--- config.mk ---
export PLATFORM = sky130hd
export DESIGN_NAME = prom_access_ctl
export DESIGN_NICKNAME = d
export VERILOG_FILES = /design/src/rtl/cadr_prom_pkg.sv /design/src/rtl/prom_rr_arb2.sv /design/src/rtl/prom_access_ctl.sv
export SDC_FILE = /design/constraint.sdc
export NUM_CORES = 1
export LEC_CHECK = 0
export ABC_AREA = 0
export CAP_MARGIN = 15
export CORE_MARGIN = 2
export CORE_UTILIZATION = 38
export CTS_CLUSTER_SIZE = 16
export DETAILED_ROUTE_END_ITERATION = 7
export PLACE_DENSITY = 0.82
export SLEW_MARGIN = 30
export SYNTH_ARGS = -nofsm -noshare
export SYNTH_HDL_FRONTEND = slang
export SYNTH_HIERARCHICAL = 1
export SYNTH_SLANG_ARGS = --single-unit
--- constraint.sdc ---
create_clock -name clk -period 1.7 [get_ports clk]
set_input_delay 0.34 -clock clk [delete_from_list [all_inputs] [get_ports clk]]
set_output_delay 0.34 -clock clk [all_outputs]
set_load 0.005 [all_outputs]
--- src/rtl/cadr_prom_pkg.sv ---
// Shared constants and state encoding for the CADR PROM access sequencer.
package cadr_prom_pkg;

    localparam int PROM_ADDR_W = 5;
    localparam int PROM_DATA_W = 8;
    localparam int WAIT_MIN    = 1;
    localparam int WAIT_MAX    = 15;
    localparam int WAIT_CNT_W  = 4;

    typedef enum logic [1:0] {
        IDLE  = 2'd0,
        SETUP = 2'd1,
        WAIT  = 2'd2,
        DONE  = 2'd3
    } prom_state_e;

endpackage

--- src/rtl/prom_rr_arb2.sv ---
// Two-way round-robin arbiter: purely combinational grant, last_grant updates on accept.
// Latency 0 (grant follows req in the same cycle); no backpressure, requests wait at the caller.
// last_grant resets to port 1 so port 0 wins the first tie.
module prom_rr_arb2 (
    input  logic       clk,
    input  logic       reset,
    input  logic       req0,
    input  logic       req1,
    input  logic       accept,
    output logic [1:0] grant
);

    logic last_grant_q;
    logic last_grant_d;

    always_comb begin
        grant        = 2'b00;
        last_grant_d = last_grant_q;
        if (req0 && req1) begin
            grant = last_grant_q ? 2'b01 : 2'b10;
        end else if (req0) begin
            grant = 2'b01;
        end else if (req1) begin
            grant = 2'b10;
        end
        if (accept && (grant != 2'b00)) begin
            last_grant_d = grant[1];
        end
    end

    always_ff @(posedge clk) begin
        if (reset) begin
            last_grant_q <= 1'b1;
        end else begin
            last_grant_q <= last_grant_d;
        end
    end

endmodule

--- src/rtl/prom_access_ctl.sv ---
// Shares one 32x8 bipolar PROM between two requesters, sequencing address setup and CE timing.
// Latency: ack WAIT_CYCLES+1 clocks after the request is sampled in IDLE; one access per WAIT_CYCLES+3 clocks.
// Backpressure: requests are levels held until ack; a losing port simply waits in IDLE for its turn.
module prom_access_ctl
    import cadr_prom_pkg::*;
#(
    parameter int ADDR_W      = PROM_ADDR_W,
    parameter int DATA_W      = PROM_DATA_W,
    parameter int WAIT_CYCLES = 2
) (
    input  logic              clk,
    input  logic              reset,
    input  logic              req0,
    input  logic [ADDR_W-1:0] addr0,
    output logic              ack0,
    input  logic              req1,
    input  logic [ADDR_W-1:0] addr1,
    output logic              ack1,
    output logic [DATA_W-1:0] rdata,
    output logic              busy,
    output logic [ADDR_W-1:0] prom_a,
    output logic              prom_ce_n,
    input  logic [DATA_W-1:0] prom_d
);

    if ((WAIT_CYCLES < WAIT_MIN) || (WAIT_CYCLES > WAIT_MAX)) begin : g_bad_wait_cycles
        $error("prom_access_ctl: WAIT_CYCLES must be within 1..15");
    end

    prom_state_e             state_q, state_d;
    logic [WAIT_CNT_W-1:0]   cnt_q, cnt_d;
    logic [ADDR_W-1:0]       prom_a_q, prom_a_d;
    logic [DATA_W-1:0]       rdata_q, rdata_d;
    logic                    port_q, port_d;
    logic [1:0]              grant;
    logic                    accept;

    prom_rr_arb2 u_arb (
        .clk    (clk),
        .reset  (reset),
        .req0   (req0),
        .req1   (req1),
        .accept (accept),
        .grant  (grant)
    );

    always_comb begin
        state_d  = state_q;
        cnt_d    = cnt_q;
        prom_a_d = prom_a_q;
        rdata_d  = rdata_q;
        port_d   = port_q;
        accept   = 1'b0;
        unique case (state_q)
            IDLE: begin
                if (grant != 2'b00) begin
                    accept   = 1'b1;
                    port_d   = grant[1];
                    prom_a_d = grant[1] ? addr1 : addr0;
                    state_d  = SETUP;
                end
            end
            SETUP: begin
                cnt_d   = WAIT_CNT_W'(WAIT_CYCLES - 1);
                state_d = WAIT;
            end
            WAIT: begin
                // prom_d is only trusted on the edge leaving WAIT; earlier it may still be settling.
                if (cnt_q == '0) begin
                    rdata_d = prom_d;
                    state_d = DONE;
                end else begin
                    cnt_d = cnt_q - 1'b1;
                end
            end
            DONE: begin
                state_d = IDLE;
            end
            default: begin
                state_d = IDLE;
            end
        endcase
    end

    always_ff @(posedge clk) begin
        if (reset) begin
            state_q  <= IDLE;
            cnt_q    <= '0;
            prom_a_q <= '0;
            rdata_q  <= '0;
            port_q   <= 1'b0;
        end else begin
            state_q  <= state_d;
            cnt_q    <= cnt_d;
            prom_a_q <= prom_a_d;
            rdata_q  <= rdata_d;
            port_q   <= port_d;
        end
    end

    assign busy      = (state_q != IDLE);
    assign prom_ce_n = (state_q != WAIT);
    assign ack0      = (state_q == DONE) && !port_q;
    assign ack1      = (state_q == DONE) &&  port_q;
    assign prom_a    = prom_a_q;
    assign rdata     = rdata_q;

endmodule

* Word level (Yosys, flattened, before mapping)
Cells that the tools add are included.
** Word-level totals
- Register bits after elaboration :: 21
- Logic and storage cells :: 40
- Output and inout port bits :: 17
- Bits of input ports :: 22
** Operators by class
- $add $sub $neg :: 1
- Multiplexer cells :: 12
- Reductions and logical operators :: 14
- Eq/ne operators :: 7
** Operators by type and width (count)
- 2-bit two-way mux :: 6
- 2-bit inequality test, second input constant :: 4
- 2-bit case mux with 4 select lines :: 1
- 4-bit case mux with 2 select lines :: 1
- 2-bit AND reduction :: 4
- 2-bit nonzero test :: 3
- 5-bit two-way mux :: 1
- 2-bit == test, second input constant :: 2
- 1-bit logical AND :: 4
- 4-bit zero test :: 1
- 4-bit two-way mux :: 1
- 4-bit by 1-bit subtractor with 4-bit output, second input constant :: 1
- 2-bit by 1-bit == test with 1-bit output, second input constant :: 1
- 2-bit zero test :: 1
- 1-bit two-way mux :: 2
- 1-bit zero test :: 1

* Depth between registers and ports, before layout
- Word-level depth :: 7
- Gate-level depth with buffers :: 7
- Gate-level depth less buffers :: 5

* By module
Netlist, hierarchy kept.
** Modules (own cells, without submodules)
- prom_access_ctl :: instances 1, cells each 97, area an instance 934.6 µm²
- prom_rr_arb2 :: instances 1, cells each 7, area an instance 61.3 µm²

* Worst setup path after synthesis
Ideal clock, no wire load.
- Path type :: register to register
- Start point :: reg cnt_q[0]
- End point :: reg cnt_q[3]
- Stages on the path, launching flop included :: 7
- Required time :: 1620 ps
- Setup slack :: 48 ps
- Path buffers :: 1
- Arrival time :: 1572 ps
- Cell sequence :: dfxtp_1 inv_1 ha_1 or3b_1 clkbuf_1 or4b_1 a211oi_2
** On the way
- Word-level cells in the longest chain between the ends :: 3
** RTL lines
- start: declaration :: RTL line prom_access_ctl.sv:31 : logic [WAIT_CNT_W-1:0] cnt_q, cnt_d;
- start signal: assignment :: RTL line prom_access_ctl.sv:94 : cnt_q <= cnt_d;
- 4-bit by 1-bit subtractor with 4-bit output or 4-bit zero test (tied branches) :: RTL line prom_access_ctl.sv:73, prom_access_ctl.sv:69
- 4-bit two-way mux or 2-bit inequality test (tied branches)
- 4-bit case mux with 2 select lines or 2-bit AND reduction (tied branches)
Parallel ways exist; a longest one is shown, timed or not. The select of a mux whose other input is x is not followed.
A chain may end at the register's enable or synchronous reset.

* Worst setup path in the final report
- Start point :: reg state_q[1]
- End point :: out busy
** On the way
- Word-level cells in the longest chain between the ends :: 1
** RTL lines
- start: declaration :: RTL line prom_access_ctl.sv:30 : prom_state_e state_q, state_d;
- start signal: assignment :: RTL line prom_access_ctl.sv:93 : state_q <= state_d;
- 2-bit nonzero test :: RTL line prom_access_ctl.sv:101 : assign busy = (state_q != IDLE);
- end: declaration :: RTL line prom_access_ctl.sv:20 : output logic busy,
Every way passes these cells.

==> flow_results.xml <==
<?xml version="1.0" encoding="UTF-8"?>
<metrics>
  <group name="finish">
    <metric name="nets_finish" unit="">179</metric>
    <metric name="final_layout_size_suffix_gt1_share" unit="%">20.53</metric>
    <metric name="instances_no_fill" unit="">181</metric>
    <metric name="fillCellCount" unit="">207</metric>
    <metric name="num_antenna_cells" unit="">0</metric>
    <metric name="regArea" unit="µm²">424.2</metric>
    <metric name="multi_input_comb_area" unit="µm²">541.8</metric>
    <metric name="area_delta_synth_final" unit="%">53.64</metric>
  </group>
  <group name="synth">
    <metric name="ys_seq_elements" unit="">21</metric>
    <metric name="synth_simple_gate_area_share" unit="%">16.33</metric>
    <metric name="synth-edff-count" unit="">0</metric>
    <metric name="post_synth_instance_area" unit="µm²">996.0</metric>
    <metric name="asyncSetResetFlopFracSynth" unit="%">0</metric>
    <metric name="synth_top_flop_cell" unit="">sky130_fd_sc_hd__dfxtp_1</metric>
    <metric name="yosysWarnings" unit="">6</metric>
    <metric name="post_synth_fa_ha_maj_area_fraction" unit="%">6.281</metric>
    <metric name="synth_compound_gate_area_share" unit="%">15.45</metric>
    <metric name="yosys.area_share.xor_xnor" unit="%">0</metric>
    <metric name="ys_types" unit="">30</metric>
    <metric name="yosysSeqAreaShare" unit="%">42.21</metric>
    <metric name="number_of_cells_produced_by_synthesis" unit="">104</metric>
    <metric name="synth.avg_cell_area" unit="µm²">9.576</metric>
    <metric name="synthesis.nets" unit="">131</metric>
    <metric name="synth_top_family_by_area" unit="">simple AND/OR/NAND/NOR gates</metric>
    <metric name="synth.area.mux_share" unit="%">14.07</metric>
  </group>
  <group name="global_routing">
    <metric name="grt.total_usage" unit="%">16.22</metric>
    <metric name="first_global_vias" unit="">841</metric>
    <metric name="number_of_antenna_violations_at_the_first_check_in_global_routing" unit="">0</metric>
    <metric name="grt_first_pass_wirelength" unit="µm">3422</metric>
    <metric name="grt_start_max_net_pins" unit="">18</metric>
    <metric name="overflow" unit="">0</metric>
  </group>
  <group name="setup_path">
    <metric name="r2r_slack" unit="ns">0.11</metric>
    <metric name="crit_path_max_fanout" unit="">3</metric>
    <metric name="cp-start-kind" unit="">flip-flop</metric>
    <metric name="critPathArrivalTime" unit="ns">1.30</metric>
    <metric name="critical_path.endpoint_type" unit="">output port</metric>
    <metric name="cp-startpoint" unit="">state_q[1]$_SDFFE_PP0P_</metric>
    <metric name="worst-endpoint-required" unit="ns">1.36</metric>
    <metric name="regToRegStartpoint" unit="">cnt_q[0]$_SDFFE_PP0P_</metric>
    <metric name="critPathKind" unit="">reg -&gt; out</metric>
    <metric name="r2r_end" unit="">cnt_q[3]$_SDFFE_PP0P_</metric>
    <metric name="worst_r2r_path_depth" unit="">5</metric>
    <metric name="crit_end" unit="">busy</metric>
  </group>
  <group name="route">
    <metric name="first_iter_violations" unit="">4</metric>
    <metric name="antenna_left" unit="">0</metric>
    <metric name="via_count" unit="">901</metric>
    <metric name="postRouteWirelength" unit="µm">2203</metric>
    <metric name="drc_errors" unit="">0</metric>
    <metric name="post_drt_via_cell_ratio" unit="">4.978</metric>
    <metric name="per_cell_routed_wire_length" unit="µm">12.17</metric>
    <metric name="detailedRoute.firstPassIterationCount" unit="">4</metric>
  </group>
  <group name="timing">
    <metric name="slew_at_the_pin_closest_to_its_max_slew_limit" unit="ns">0.3313</metric>
    <metric name="timing.setup.tns" unit="ns">0</metric>
    <metric name="rsz0062_at_grt" unit="">true</metric>
    <metric name="finalWorstSetupSlack" unit="ns">0.05738</metric>
    <metric name="finClkSkew" unit="ns">0.001435</metric>
    <metric name="fin_hold_ws" unit="ns">0.5041</metric>
    <metric name="final_hold_fails" unit="">0</metric>
    <metric name="final.period_utilization" unit="%">96.62</metric>
    <metric name="period_minus_slack" unit="ns">1.643</metric>
    <metric name="setup_viol" unit="">0</metric>
    <metric name="slew_headroom" unit="%">77.72</metric>
    <metric name="report.final.slew_viol_count" unit="">0</metric>
    <metric name="clock.fmax" unit="MHz">608.8</metric>
  </group>
  <group name="clocking">
    <metric name="clock_buffers_created_by_tritoncts" unit="">3</metric>
    <metric name="number_of_buffers_added_to_fix_hold_violations_after_cts" unit="">0</metric>
    <metric name="tritoncts" unit="">yes</metric>
    <metric name="worst_skew_pair_later_pin_latency" unit="ns">0.30</metric>
    <metric name="cts.htree.levels" unit="">1</metric>
    <metric name="tritoncts_num_sinks" unit="">21</metric>
    <metric name="cts_root_buffer" unit="">sky130_fd_sc_hd__clkbuf_4</metric>
    <metric name="cts.clk_slew.worst_paths" unit="ns">0.11</metric>
    <metric name="cts.path.max_buffers" unit="">2</metric>
  </group>
  <group name="outcome">
    <metric name="status" unit="">finished clean</metric>
  </group>
  <group name="floorplan">
    <metric name="initial_core_util" unit="%">40.20</metric>
    <metric name="num_io_pins" unit="">39</metric>
    <metric name="chipHeight" unit="µm">55.20</metric>
    <metric name="die_w" unit="µm">55.20</metric>
    <metric name="floorplan.rows" unit="">18</metric>
    <metric name="design.die.area" unit="mm²">0.003046</metric>
    <metric name="core_region_area" unit="mm²">0.002477</metric>
  </group>
  <group name="power">
    <metric name="p_leak" unit="µW">0.0006294</metric>
    <metric name="total_power_of_the_final_layout" unit="µW">1864</metric>
    <metric name="vdd.ir_drop.worst" unit="mV">0.9205</metric>
    <metric name="power.density" unit="mW/mm²">1218</metric>
  </group>
  <group name="min_path">
    <metric name="holdCritPathClass" unit="">reg -&gt; reg</metric>
  </group>
  <group name="placed_design">
    <metric name="setup_slack_after_placement" unit="ns">-0.1484</metric>
    <metric name="dp_hpwl" unit="µm">1705</metric>
    <metric name="gp_routability_congestion" unit="">0.7107</metric>
    <metric name="dp_cells" unit="">172</metric>
    <metric name="port-buffer-count" unit="">38</metric>
  </group>
  <group name="flow_run">
    <metric name="timing.max_cap.violations" unit="">0</metric>
  </group>
</metrics>
[routing by layer]
layer / global-route usage, % / wire [µm]
met5: 0 / 0
met4: 8.537 / 37
met3: 5.376 / 167
met2: 27.38 / 1090
met1: 18.03 / 908
[kinds of logic after synthesis]
group,after synthesis
AND/OR/NAND/NOR,30
multiplexers,14
buffers and inverters,14
AO/OA/AOI/OAI,20
adder cells (fa/ha/maj),5
flip-flops,21
[layout by cell type, fill, tap and decap left out, types with 2 or more instances in the layout]
cell type	count
sky130_fd_sc_hd__clkdlybuf4s50_1	34
sky130_fd_sc_hd__dfxtp_2	3
sky130_fd_sc_hd__nand2_1	2
sky130_fd_sc_hd__a21boi_0	2
sky130_fd_sc_hd__inv_2	2
sky130_fd_sc_hd__a21oi_1	3
sky130_fd_sc_hd__ha_2	4
sky130_fd_sc_hd__nor2_1	15
sky130_fd_sc_hd__a211oi_1	6
sky130_fd_sc_hd__dfxtp_1	18
sky130_fd_sc_hd__clkbuf_4	3
sky130_fd_sc_hd__buf_4	12
sky130_fd_sc_hd__dlygate4sd2_1	2
sky130_fd_sc_hd__dlymetal6s2s_1	2
sky130_fd_sc_hd__inv_1	5
sky130_fd_sc_hd__nand2b_1	2
sky130_fd_sc_hd__mux2i_1	14
sky130_fd_sc_hd__nand3b_1	2
[where the power goes]
| group | internal [µW] | total [µW] | switching, µW |
|---|---|---|---|
| combinational | 547 | 946 | 399 |
| sequential | 612 | 679 | 67.2 |
| clock | 87.9 | 239 | 151 |
[Yosys cell counts, types with 2 or more instances]
cell type                  number  share of area (%)
sky130_fd_sc_hd__nand2b_1       2                1.3
sky130_fd_sc_hd__buf_2          3                1.5
sky130_fd_sc_hd__nor2b_1        2                1.3
sky130_fd_sc_hd__clkbuf_1       4                1.5
sky130_fd_sc_hd__a21oi_1        3                1.5
sky130_fd_sc_hd__nand3b_1       2                1.5
sky130_fd_sc_hd__mux2i_1       14                 14
sky130_fd_sc_hd__nand2_1        2               0.75
sky130_fd_sc_hd__inv_1          7                2.6
sky130_fd_sc_hd__nor2_1        15                5.7
sky130_fd_sc_hd__a21boi_0       2                1.5
sky130_fd_sc_hd__a211oi_1       6                4.5
sky130_fd_sc_hd__dfxtp_1       21                 42
sky130_fd_sc_hd__ha_1           5                6.3
[state kept, by name (all words and copies together) (netlist names)]
name,flops
u_arb/last_grant_q,1
state_q,2
rdata,8
prom_a,5
port_q,1
cnt_q,4
[worst min-delay path by stage]
stage / from / endpoint / slack (ns) / cells after the start
6_report: prom_a[0]$_SDFFE_PP0P_ / prom_a[0]$_SDFFE_PP0P_ / 0.50 / 2
5_1_grt: rdata[4]$_SDFFE_PP0P_ / rdata[4]$_SDFFE_PP0P_ / 0.53 / 2
4_1_cts: cnt_q[0]$_SDFFE_PP0P_ / cnt_q[0]$_SDFFE_PP0P_ / 0.49 / 1
3_5_place_dp: rdata[7]$_SDFFE_PP0P_ / rdata[7]$_SDFFE_PP0P_ / 0.49 / 2
3_3_place_gp: rdata[6]$_SDFFE_PP0P_ / rdata[6]$_SDFFE_PP0P_ / 0.47 / 2
2_1_floorplan: reset / u_arb/last_grant_q$_SDFFE_PP1P_ / 0.45 / 1
[layout make-up]
| class | count | area share, % |
|---|---|---|
| Multi-Input combinational cell | 69 | 35.40 |
| Clock inverter | 1 | 0.3271 |
| Inverter | 7 | 1.717 |
| Timing Repair Buffer | 50 | 30.91 |
| Sequential cell | 21 | 27.72 |
| Tap cell | 30 | 2.453 |
| Clock buffer | 3 | 1.472 |
[critical path, cell delays in order (launching register included)]
cell,delay [ns]
sky130_fd_sc_hd__dfxtp_2,0.35
sky130_fd_sc_hd__buf_4,0.14
sky130_fd_sc_hd__inv_2,0.05
sky130_fd_sc_hd__ha_2,0.16
sky130_fd_sc_hd__inv_1,0.05
sky130_fd_sc_hd__dlygate4sd2_1,0.25
[through the flow]
step                util [%]  area, µm²
global route           61.77       1530
detailed placement     57.98       1436
CTS                    60.05       1488
global placement       57.98       1436
floorplan                  -      996.0
finish                 61.77       1530
[what timing repair did]
| action | 4_1_cts | 5_1_grt |
|---|---|---|
| endpoints found under the hold margin | 0 | 0 |
| gates resized for setup | 9 | 8 |
| setup buffers | 2 | 3 |
| setup endpoints to repair | 5 | 6 |
Note: power is estimated with default switching activity, not from simulation.
